**src/rtl/zx8x_vram_snoop_if.sv**
```systemverilog
// Bus bundle for the ZX80/81 VRAM snoop: raw Z80 write strobes in, clean
// video-buffer write pulses out.
interface zx8x_vram_snoop_if;
  logic [15:0] cpu_addr;
  logic [7:0]  cpu_data;
  logic        cpu_mreq_n;
  logic        cpu_wr_n;
  logic [7:0]  buf_write;
  logic [12:0] buf_write_addr;
  logic        buf_we;

  modport master (
    input  cpu_addr, cpu_data, cpu_mreq_n, cpu_wr_n,
    output buf_write, buf_write_addr, buf_we
  );

  modport slave (
    output cpu_addr, cpu_data, cpu_mreq_n, cpu_wr_n,
    input  buf_write, buf_write_addr, buf_we
  );
endinterface

```
**src/rtl/zx8x_vram_snoop.sv**
```systemverilog
// Snoops asynchronous Z80 writes into the 0x2000-0x3FFF window, queues them and
// replays them as clean VRAM writes. Define ZX8X_SNOOP_MIRROR_EN to also accept 0xA000-0xBFFF.
module zx8x_vram_snoop #(
  parameter int SETTLE    = 3,
  parameter int WE_CYCLES = 2,
  parameter int FIFO_AW   = 3
) (
  input  logic              clk50m,
  input  logic              rst_n,
  zx8x_vram_snoop_if.master bus,
  output logic              overflow,
  output logic [FIFO_AW:0]  fifo_level
);
  localparam int DEPTH = 1 << FIFO_AW;
  localparam int CNT_W = (SETTLE < 1) ? 1 : $clog2(SETTLE + 1);
  localparam logic [CNT_W-1:0] SETTLE_LAST = CNT_W'(SETTLE);
  localparam logic [3:0]       WE_LAST     = 4'(WE_CYCLES - 1);
  localparam logic [FIFO_AW:0] LEVEL_FULL  = (FIFO_AW + 1)'(DEPTH);

  typedef enum logic [1:0] {CAP_WAIT, CAP_SETTLE, CAP_ARMED} cap_state_t;
  typedef enum logic [1:0] {DR_IDLE, DR_SETUP, DR_STROBE, DR_HOLD} drain_state_t;

  logic [2:0] sync_reg;
  logic       wr_act;
  logic       wr_sync;
  logic       wr_rise;
  logic       in_window;

  cap_state_t       cap_state_reg;
  logic [CNT_W-1:0] settle_cnt_reg;
  logic [20:0]      sample_reg;
  logic             sample_ok_reg;

  logic [20:0]        mem [DEPTH];
  logic [FIFO_AW-1:0] wr_ptr_reg;
  logic [FIFO_AW-1:0] rd_ptr_reg;
  logic [FIFO_AW:0]   level_reg;
  logic               overflow_reg;
  logic               fifo_empty;
  logic               fifo_full;
  logic               push_do;
  logic               pop_do;

  drain_state_t drain_state_reg;
  logic [3:0]   we_cnt_reg;
  logic         buf_we_reg;
  logic [12:0]  buf_addr_reg;
  logic [7:0]   buf_data_reg;

  assign wr_act  = ~bus.cpu_mreq_n & ~bus.cpu_wr_n;
  assign wr_sync = sync_reg[1];
  assign wr_rise = sync_reg[1] & ~sync_reg[2];

`ifdef ZX8X_SNOOP_MIRROR_EN
  assign in_window = (bus.cpu_addr[15:13] == 3'b001) || (bus.cpu_addr[15:13] == 3'b101);
`else
  assign in_window = (bus.cpu_addr[15:13] == 3'b001);
`endif

  always_ff @(posedge clk50m) begin
    if (!rst_n) begin
      sync_reg <= '0;
    end else begin
      sync_reg <= {sync_reg[1:0], wr_act};
    end
  end

  // Bus lines are sampled raw: the settle delay guarantees they are stable by then.
  always_ff @(posedge clk50m) begin
    if (!rst_n) begin
      cap_state_reg  <= CAP_WAIT;
      settle_cnt_reg <= '0;
      sample_reg     <= '0;
      sample_ok_reg  <= 1'b0;
    end else begin
      case (cap_state_reg)
        CAP_WAIT: begin
          if (wr_rise) begin
            settle_cnt_reg <= '0;
            cap_state_reg  <= CAP_SETTLE;
          end
        end
        CAP_SETTLE: begin
          if (!wr_sync) begin
            cap_state_reg <= CAP_WAIT;
          end else if (settle_cnt_reg == SETTLE_LAST) begin
            sample_reg    <= {bus.cpu_addr[12:0], bus.cpu_data};
            sample_ok_reg <= in_window;
            cap_state_reg <= CAP_ARMED;
          end else begin
            settle_cnt_reg <= settle_cnt_reg + 1'b1;
          end
        end
        CAP_ARMED: begin
          sample_ok_reg <= 1'b0;
          if (!wr_sync) begin
            cap_state_reg <= CAP_WAIT;
          end
        end
        default: cap_state_reg <= CAP_WAIT;
      endcase
    end
  end

  assign fifo_empty = (level_reg == '0);
  assign fifo_full  = (level_reg == LEVEL_FULL);
  assign pop_do     = (drain_state_reg == DR_IDLE) && !fifo_empty;
  // A pop in the same cycle frees the slot, so a full FIFO still accepts the push.
  assign push_do    = sample_ok_reg && (!fifo_full || pop_do);

  always_ff @(posedge clk50m) begin
    if (push_do) begin
      mem[wr_ptr_reg] <= sample_reg;
    end
  end

  always_ff @(posedge clk50m) begin
    if (!rst_n) begin
      wr_ptr_reg   <= '0;
      rd_ptr_reg   <= '0;
      level_reg    <= '0;
      overflow_reg <= 1'b0;
    end else begin
      if (push_do) begin
        wr_ptr_reg <= wr_ptr_reg + 1'b1;
      end
      if (pop_do) begin
        rd_ptr_reg <= rd_ptr_reg + 1'b1;
      end
      if (push_do && !pop_do) begin
        level_reg <= level_reg + 1'b1;
      end else if (pop_do && !push_do) begin
        level_reg <= level_reg - 1'b1;
      end
      if (sample_ok_reg && !push_do) begin
        overflow_reg <= 1'b1;
      end
    end
  end

  always_ff @(posedge clk50m) begin
    if (!rst_n) begin
      drain_state_reg <= DR_IDLE;
      we_cnt_reg      <= '0;
      buf_we_reg      <= 1'b0;
      buf_addr_reg    <= '0;
      buf_data_reg    <= '0;
    end else begin
      case (drain_state_reg)
        DR_IDLE: begin
          if (pop_do) begin
            {buf_addr_reg, buf_data_reg} <= mem[rd_ptr_reg];
            drain_state_reg              <= DR_SETUP;
          end
        end
        DR_SETUP: begin
          buf_we_reg      <= 1'b1;
          we_cnt_reg      <= '0;
          drain_state_reg <= DR_STROBE;
        end
        DR_STROBE: begin
          if (we_cnt_reg == WE_LAST) begin
            buf_we_reg      <= 1'b0;
            drain_state_reg <= DR_HOLD;
          end else begin
            we_cnt_reg <= we_cnt_reg + 1'b1;
          end
        end
        DR_HOLD: drain_state_reg <= DR_IDLE;
        default: drain_state_reg <= DR_IDLE;
      endcase
    end
  end

  assign bus.buf_we         = buf_we_reg;
  assign bus.buf_write_addr = buf_addr_reg;
  assign bus.buf_write      = buf_data_reg;
  assign overflow           = overflow_reg;
  assign fifo_level         = level_reg;
endmodule
```
**src/flat_wrapper.sv**
```systemverilog
// flat-port wrapper written by rule: the top's interface ports become plain ports
module zx8x_vram_snoop_flat 
#(
  parameter int SETTLE    = 3,
  parameter int WE_CYCLES = 2,
  parameter int FIFO_AW   = 3
)
  (clk50m, rst_n, overflow, fifo_level, bus_cpu_addr, bus_cpu_data, bus_cpu_mreq_n, bus_cpu_wr_n, bus_buf_write, bus_buf_write_addr, bus_buf_we);
  zx8x_vram_snoop_if bus_i ();
  input  logic clk50m;
  input  logic rst_n;
  output logic overflow;
  output logic [FIFO_AW:0] fifo_level;
  input wire logic [$bits(bus_i.cpu_addr)-1:0] bus_cpu_addr;
  input wire logic [$bits(bus_i.cpu_data)-1:0] bus_cpu_data;
  input wire logic [$bits(bus_i.cpu_mreq_n)-1:0] bus_cpu_mreq_n;
  input wire logic [$bits(bus_i.cpu_wr_n)-1:0] bus_cpu_wr_n;
  output wire logic [$bits(bus_i.buf_write)-1:0] bus_buf_write;
  output wire logic [$bits(bus_i.buf_write_addr)-1:0] bus_buf_write_addr;
  output wire logic [$bits(bus_i.buf_we)-1:0] bus_buf_we;
  assign bus_i.cpu_addr = bus_cpu_addr;
  assign bus_i.cpu_data = bus_cpu_data;
  assign bus_i.cpu_mreq_n = bus_cpu_mreq_n;
  assign bus_i.cpu_wr_n = bus_cpu_wr_n;
  assign bus_buf_write = bus_i.buf_write;
  assign bus_buf_write_addr = bus_i.buf_write_addr;
  assign bus_buf_we = bus_i.buf_we;
  zx8x_vram_snoop #(.SETTLE(SETTLE), .WE_CYCLES(WE_CYCLES), .FIFO_AW(FIFO_AW)) u_core (.clk50m(clk50m), .rst_n(rst_n), .bus(bus_i), .overflow(overflow), .fifo_level(fifo_level));
endmodule
```
**config.mk**
```make
export PLATFORM = sky130hd
export DESIGN_NAME = zx8x_vram_snoop_flat
export DESIGN_NICKNAME = d
export VERILOG_FILES = /design/src/rtl/zx8x_vram_snoop_if.sv /design/src/rtl/zx8x_vram_snoop.sv /design/src/flat_wrapper.sv
export SDC_FILE = /design/constraint.sdc
export NUM_CORES = 1
export LEC_CHECK = 0
export ABC_AREA = 1
export CORE_MARGIN = 4
export CORE_UTILIZATION = 50
export CTS_CLUSTER_SIZE = 16
export DETAILED_ROUTE_END_ITERATION = 8
export PLACE_DENSITY = 0.71
export SLEW_MARGIN = 20
export SYNTH_ARGS = -nofsm -noshare
export SYNTH_HDL_FRONTEND = slang
export SYNTH_SLANG_ARGS = --single-unit
```
**constraint.sdc**
```tcl
create_clock -name clk50m -period 4.3 [get_ports clk50m]
set_input_delay 0.645 -clock clk50m [delete_from_list [all_inputs] [get_ports clk50m]]
set_output_delay 0.645 -clock clk50m [all_outputs]
set_load 0.1 [all_outputs]
```
# Word-level counts from Yosys, hierarchy flattened
# Memory sizes are Yosys's and may differ from the RTL's. A register that Yosys moved wholly into a read port is not among the register bits.
# Cells that the tools add are included.
# totals
register_bits	47
mem_bits_rw	168
inputBits	28
n_memories	1
# mem_list
memory	words	word_bits	read_ports	rd_clocked_by_memory_dff	write_ports	line	rtl
u_core.mem	8	21	1	1	1	zx8x_vram_snoop.sv:34	logic [20:0] mem [DEPTH];
# classes
addsub	6
eq_ne	18
mux	23
bitwise	5
n_reduce_logical	26
# op_table
op	n
2-bit 2-to-1 mux	9
4-bit 2-to-1 mux	3
2-bit by 1-bit != test with 1-bit output, second input constant	5
3-bit AND reduction	3
4-bit by 1-bit adder with 4-bit output, second input constant	2
2-bit equality test, second input constant	4
2-bit case mux with 4 select lines	1
4-bit case mux with 2 select lines	1
2-bit AND reduction	4
2-bit nonzero test	4
3-bit by 1-bit adder with 3-bit output, second input constant	2
2-bit != test, second input constant	3
2-bit case mux with 3 select lines	1
1-bit logical AND	5
1-bit logical NOT	5
1-bit 2-to-1 mux	5
2-bit by 1-bit equality test with 1-bit output, second input constant	2
4-bit by 1-bit equality test with 1-bit output, second input constant	1
4-bit equality test, second input constant	1
2-bit logical NOT	2
4-bit logical NOT	1
1-bit case mux with 2 select lines	2
2-bit case mux with 2 select lines	1
4-bit AND reduction	1
other kinds (7)	10

# Longest topological paths before layout
# Gate-level depths: netlist of the first run.
# logic_depth
ltp_word	9
mapped_depth	16

# Least setup slack after synthesis of the first run
# Ideal clock, no wire load.
# synth_path
kind	register to register
start	register u_core.level_reg[0] (netlist: u_core.fifo_level[0])
end	memory u_core.mem[0][0], enable pin
setup_ns	0.399
arrival_time_ns	2.669
required_ns	3.901
path_slack_ns	1.232
path_stages_with_launch	6
period_less_slack_ns	3.068
path_cell_list	dfxtp_1 > nor2_1 > nand4_1 > nand2_1 > or2_2 > nor2_1
# synth_between
elab_chain_cells	7
word_cells_on_any_way	9
classes_between	eq/ne (1); mux (2); reduce/logical (6)
# synth_rtl
item	line	rtl
start: declaration	zx8x_vram_snoop.sv:37	logic [FIFO_AW:0] level_reg;
start signal: assignment	zx8x_vram_snoop.sv:131	level_reg <= level_reg + 1'b1;
start signal: assignment	zx8x_vram_snoop.sv:133	level_reg <= level_reg - 1'b1;
4-bit logical NOT	zx8x_vram_snoop.sv:105	assign fifo_empty = (level_reg == '0);
1-bit logical NOT	zx8x_vram_snoop.sv:107	assign pop_do = (drain_state_reg == DR_IDLE) && !fifo_empty;
1-bit logical AND	zx8x_vram_snoop.sv:107	
1-bit logical OR (*)	zx8x_vram_snoop.sv:109	assign push_do = sample_ok_reg && (!fifo_full || pop_do);
1-bit logical AND (*)	zx8x_vram_snoop.sv:109	
1-bit 2-to-1 mux (*)	zx8x_vram_snoop.sv:112	if (push_do) begin
1-bit 2-to-1 mux (not written as such) (*)	zx8x_vram_snoop.sv:113	mem[wr_ptr_reg] <= sample_reg;
end: declaration	zx8x_vram_snoop.sv:34	
# Every way passes the cells marked *; elsewhere a longest branch is shown, timed or not.

# Worst setup path in the final report of the first run
# layout_path
start	register u_core.level_reg[0] (netlist: u_core.fifo_level[0])
end	output port fifo_level[0]
# layout_lines
item	line	rtl
end: declaration	flat_wrapper.sv:13	output logic [FIFO_AW:0] fifo_level;
# No word-level cell between the ends.

==> results of run 1 <==
[stage by stage]
stage	utilization, %	hold slack (ns)	worst slack (ns)
3_5_place_dp	54.8	0.429	1.61
6_report	58.5	0.432	1.53
5_1_grt	58.5	0.455	1.46
2_1_floorplan	-	0.390	1.23
4_1_cts	58.5	0.437	1.50
3_3_place_gp	54.8	0.431	1.69
[logic make-up (layout without fill, tap and decap cells)]
family | Yosys count | in the layout
and+or+nand+nor | 478 | 478
DFF | 236 | 236
buffers and inverters | 212 | 275
AOI/OAI and AO/OA | 76 | 76
adders and majority gates | 15 | 15
xor gates and xnor gates | 3 | 3
[cells in the final DEF (no fill, tap or decap), drive strengths merged, types with 2 or more instances in the layout]
master         synthesis  layout
clkinv                 1       4
o21ai                 16      16
ha                    14      14
nand2                289     289
clkbuf                20      42
or2                    2       2
clkdlybuf4s50          0      54
nand4                  2       2
nand3                157     157
nor2                  25      25
dfxtp                 68      68
a21oi                 59      59
inv                  162     161
xor2                   3       3
nor3                   2       2
edfxtp               168     168
buf                   29      14
[worst min-delay path by stage]
stage / end / start
floorplan: u_core.sync_reg[1] / u_core.sync_reg[0]
global placement: u_core.sync_reg[1] / u_core.sync_reg[0]
detailed placement: u_core.sync_reg[1] / u_core.sync_reg[0]
CTS: u_core.sync_reg[1] / u_core.sync_reg[0]
global route: u_core.sync_reg[1] / u_core.sync_reg[0]
finish: u_core.sync_reg[1] / u_core.sync_reg[0]
[synth_stat cells]
master and count:
clkinv_1 1, a21oi_1 59, ha_1 14, inv_2 1, or2_2 2, xor2_1 3
buf_2 23, dfxtp_1 68, nor2_1 25, clkbuf_1 20, nand3_1 157, nand2_1 289
o22ai_1 1, nor3_1 2, inv_1 161, buf_4 1, nand3b_1 1, buf_1 5
edfxtp_1 168, fa_1 1, o21ai_0 16, nand4_1 2
[where the power goes]
part	internal [uW]	switching, uW
registers	2570	91.4
logic	678	1950
clock network	1100	794
total	4340	2840
[layout make-up]
class / count / area, um2
fill: 1660 / 8050
sequential: 236 / 6410
multi-input combinational: 572 / 2650
clock buffer: 42 / 699
timing repair buffer: 68 / 646
inverter: 163 / 613
tap: 265 / 332
clock inverter: 2 / 10.0
[layer usage]
layer | global-route usage (%) | wire length (um) | up-vias
li1 | - | - | 3403
met1 | 26.1 | 9220 | 3201
met2 | 33.2 | 10400 | 200
met3 | 2.71 | 1280 | 31
met4 | 5.96 | 454 | 0
met5 | 0 | 0 | -
==> metrics, run 1 <==
sequential fraction of the synthesis area=65.1%; DP Area=10600 um2; final wirelength=21.3 mm; Gate Count Post-Synth=1020; Final Wtd Congestion=0.814; post-synth cell types=22; gr ovfl total=0; clock sinks=approximately 240; number of placement rows=51; Post-Syn Area=9840 um2; vias in the first global route=roughly 6600; syn_nets=~1100; Critical Path, Cell by Cell=clkdlybuf4s50_1; n_diodes=0; Final min period=2.77 ns; Die Y=148 um; largest family of logic cells by synthesized area=simple AND/OR/NAND/NOR gates; Worst slew margin=33.7%; Hold Crit Class=reg -> reg; worst path bufs/invs=1; post-route ant nets=0; HPWL Detailed=approximately 12 mm; Post-Syn Area per Cell=9.65 um2; max reg flops=168; fin area=approximately 11000 um2; cell family with most CP delay=buffers and inverters; Final nets=1108; hold path cells=2; post-synthesis register bit count=~240; first-pass GRT wire length=34.2 mm; RSZ-0062 raised after global routing=no; Worst Clk Skew=0.0108 ns; Yosys top cell by area=edfxtp_1; worst r2r dst=u_core.mem[2][17]; synth-to-layout area growth=15.3%; Post-CTS Setup Inserts=0; VDD IR max=582 uV; Avg WL per Cell=15.8 um; PD cells=approximately 630 nW/um2; Die ar.=22000 um2; Finished Layout Cells=1348; I/O Pins=55; largest net degree at the start of global routing=86; R2R setup slack=between 1.5 and 2 ns; Tot Pwr=7180 uW; layout cells sized above 1=5.08%; Slowest-stage cell, CP=clkdlybuf4s50_1; post-synth top area share=51.2%; Core ar.=19400 um2; CTS Buffer Depth=3; Synth Warn #=0; Max Freq=approximately 360 MHz; H-tree Lvls=1; crit-path max cell delay=roughly 1.2 ns; crit path kind=reg -> out; Pre-Repair DR Iteration Count=5; vias post-DR=6835; worst slew pin tran=0.992 ns; Final Hold Viols=0; vias per cell=between 5 and 6; clk slew on worst S/H paths=0.06 ns; top cells by area, synth=edfxtp_1 51%, dfxtp_1 14%, nand2_1 11%, nand3_1 8.0%, inv_1 6.1%; Max-Cap Viols=0; Adder-Cell Fraction of Synth Area=under 10%; status=complete, no violations; Period Utilization, post-route=64.4%; xor/xnor share of the synthesized area=less than 1%; Setup TNS=0 ns; dpl cells=1304; FF-to-FF Start=u_core.drain_state_reg[0]; Initial DRC Count=between 400 and 500; startpoint types=flip-flop; Setup crit start=u_core.fifo_level[0]; Initial Util=50.7%; termination of the worst setup path=fifo_level[0]; GRT Resource Usage Total=between 10% and 20%; Post-Synth Simple-Gate Area=20.4%; clk_lat worst skew=0.51 ns; Static Leak=0.00466 uW; worst reg-to-reg path cell count=8; critical path depth in cells=1; Synth Area in Compound Gates=3.88%; CTS hold repair buffers=0; root buffer selected by CTS=clkbuf_16; Data arrival, critical path=2.12 ns; DRC violations left=0; CTS tree=built; cts repair resizes=0; Buffers on Ports=54; Pins Over Slew Limit=0; Chip Width=between 100 and 150 um; WP data required=approximately 3.7 ns; mux share of post-synthesis cell area=0%; initial antenna violation count=0; Num CTS Buffers=24; crit end category=output port; Final setup viols=0; Critical Path Fanout Max=5
Note: power is estimated with default switching activity, not from simulation.
==> run 2, diff against run 1 <==
- PLACE_DENSITY: 0.71 -> 0.73
- clock period: 4.3 -> 2.28 ns (I/O delays scaled with it)
==> run 2 against run 1 <==
  * Final cell count increased by 1.1%
  * Setup slack got worse by 1.4 ns
  * Sequential share of layout area decreased by 1.2 points
  * Sequential cell count unchanged
  * Count of clock-buffer cells in the layout decreased by 3
  * Largest cell class unchanged
  * Largest power group unchanged
==> metrics, run 2 (synthesis gave the netlist of run 1 again) <==
status=complete, no violations (unchanged); clk_lat worst skew=0.51 ns (about the same); Num CTS Buffers=24 (unchanged); Die ar.=22000 um2 (unchanged); DP Worst Slack=0.0256 ns (was 1.61 ns); Final Hold Viols=0 (unchanged); Tot Pwr=13800 uW (was 7180 uW); Slowest-stage cell, CP=dfxtp_2 (was clkdlybuf4s50_1); PD cells=1190 nW/um2 (was 632 nW/um2); gr ovfl total=0 (unchanged); Final nets=1123 (was 1108); Static Leak=0.00484 uW (was 0.00466 uW); Sequential cell area=6420 um2 (was 6410 um2); Pre-Repair DR Iteration Count=5 (unchanged); root buffer selected by CTS=clkbuf_16 (unchanged); CTS hold repair buffers=0 (unchanged); Max-Cap Viols=0 (unchanged); layout cells sized above 1=10.9% (was 5.08%); vias post-DR=6901 (was 6835); max reg flops=168 (unchanged); Final Wtd Congestion=0.778 (was 0.814); WL met3=1.26 mm (was 1.28 mm); clock sinks=236 (unchanged); cell family with most CP delay=simple AND/OR/NAND/NOR gates (was buffers and inverters); CTS tree=built (unchanged); Final WS setup=0.150 ns (was 1.53 ns); met2 WL=9.87 mm (was 10.4 mm); Data arrival, critical path=2.57 ns (was 2.12 ns); Chip Width=148 um (unchanged); Final min period=around 2.1 ns; dpl cells=1317 (was 1304); Final setup viols=0 (unchanged); WP data required=2.72 ns (was 3.65 ns); Fillers=1585 (was 1660); Worst Clk Skew=0.00938 ns (was 0.0108 ns); Critical Path, Cell by Cell=inv_2, ha_2, inv_1, nand4_1, nand2_1, inv_2, ha_2, inv_2, ha_4, or2_2, nand2_1, nand3_1, nand2_1, nand2_1, a21oi_2 (was clkdlybuf4s50_1); H-tree Lvls=1 (unchanged); Hold Crit Class=in -> reg (was reg -> reg); initial antenna violation count=0 (unchanged); worst slew pin tran=0.476 ns (was 0.992 ns); crit-path max cell delay=0.34 ns (was 1.18 ns); Critical Path Fanout Max=4 (was 5); Finished Layout Cells=1363 (was 1348); post-route ant nets=0 (unchanged); number of placement rows=51 (unchanged); most frequent CP cell=nand2_1; Avg WL per Cell=15.0 um (was 15.8 um); Core ar.=19400 um2 (unchanged); Setup TNS=0 ns (unchanged); Period Utilization, post-route=a little over 90%; crit path kind=reg -> reg (was reg -> out); commonest non-fill, non-tap cell in the layout=nand2_1 (unchanged); Min Hold Slack=0.397 ns (was 0.432 ns); Die Y=148 um (unchanged); DRC violations left=0 (unchanged); CTS Buffer Depth=3 (unchanged); clk slew on worst S/H paths=0.06 ns (about the same); vias per cell=5.06 (was 5.07); Max Freq=469 MHz; HPWL Detailed=12.1 mm (was 12.4 mm); worst path bufs/invs=4 (was 1); max layer used=met4 (unchanged); I/O Pins=55 (unchanged); footprint of the multi-input gates=2650 um2 (about the same); Worst slew margin=68.2% (was 33.7%); n_diodes=0 (unchanged); wl on met1=8.77 mm (was 9.22 mm); synth-to-layout area growth=18.0% (was 15.3%); Initial DRC Count=538 (was 492); Pins Over Slew Limit=0 (unchanged); most frequent cells in the layout=289 x nand2_1, 168 x edfxtp_1, 157 x nand3_1 (was 289 x nand2_1, 168 x edfxtp_1, 160 x inv_1); VDD IR max=1120 uV (was 582 uV); largest net degree at the start of global routing=86 (unchanged); vias in the first global route=6574 (was 6589); GRT Resource Usage Total=18.6% (was 19.5%); first-pass GRT wire length=32.9 mm (was 34.2 mm); final wirelength=20.4 mm (was 21.3 mm); Buffers on Ports=54 (unchanged); crit end category=flip-flop (was output port); Initial Util=50.7% (unchanged); startpoint types=flip-flop (unchanged)
run 2: routing by layer:
layer,up-vias,track usage [%]
met5,-,0
met1,3204,24.4
li1,3430,-
met4,0,6.56
met2,215,31.1
met3,52,3.35
run 2: layout make-up:
cell class / instances / share of cell area [%]
inverter: 163 / 5.27
tap: 265 / 2.85
timing repair buffer: 83 / 7.24
multi-input combinational: 572 / 22.8
clock inverter: 5 / 0.248
sequential: 236 / 55.3
clock buffer: 39 / 6.27
run 2: stage by stage:
| step | util, % | area (um2) |
|---|---|---|
| after floorplan | - | 9880 |
| after global placement | 55.8 | 10800 |
| after detailed placement | 55.8 | 10800 |
| after CTS | 59.7 | 11600 |
| after global routing | 59.9 | 11600 |
| final | 59.9 | 11600 |
run 2: repair_timing:
item | CTS | global route
resized for setup | 0 | 9
endpoints found under the setup margin | 0 | 1
buffers inserted | 0 | 2
run 2: worst reg2reg max path: stages, from the launching register on:
cell and delay, ns:
dfxtp_2 0.34, inv_2 0.04, ha_2 0.19, inv_1 0.07, nand4_1 0.11, nand2_1 0.12
inv_2 0.05, ha_2 0.17, inv_2 0.09, ha_4 0.21, or2_2 0.29, nand2_1 0.08
nand3_1 0.06, nand2_1 0.06, nand2_1 0.06, a21oi_2 0.10
run 2: path summary, 6_finish.rpt:
kind	start	to	slack [ns]	depth (start not counted)
max	u_core.drain_state_reg[1]	u_core.fifo_level[3]	0.15	15
min	bus_cpu_wr_n	u_core.sync_reg[0]	0.40	2
min reg2reg	u_core.sync_reg[0]	u_core.sync_reg[1]	0.41	2
max reg2reg	u_core.drain_state_reg[1]	u_core.fifo_level[3]	0.15	15
run 2: power breakdown:
| part | leakage [uW] | internal, uW | switching [uW] |
|---|---|---|---|
| clock | 0.000364 | 2180 | 1530 |
| sequential | 0.00211 | 4860 | 189 |
| combinational | 0.00236 | 1370 | 3660 |
| total | 0.00484 | 8410 | 5380 |
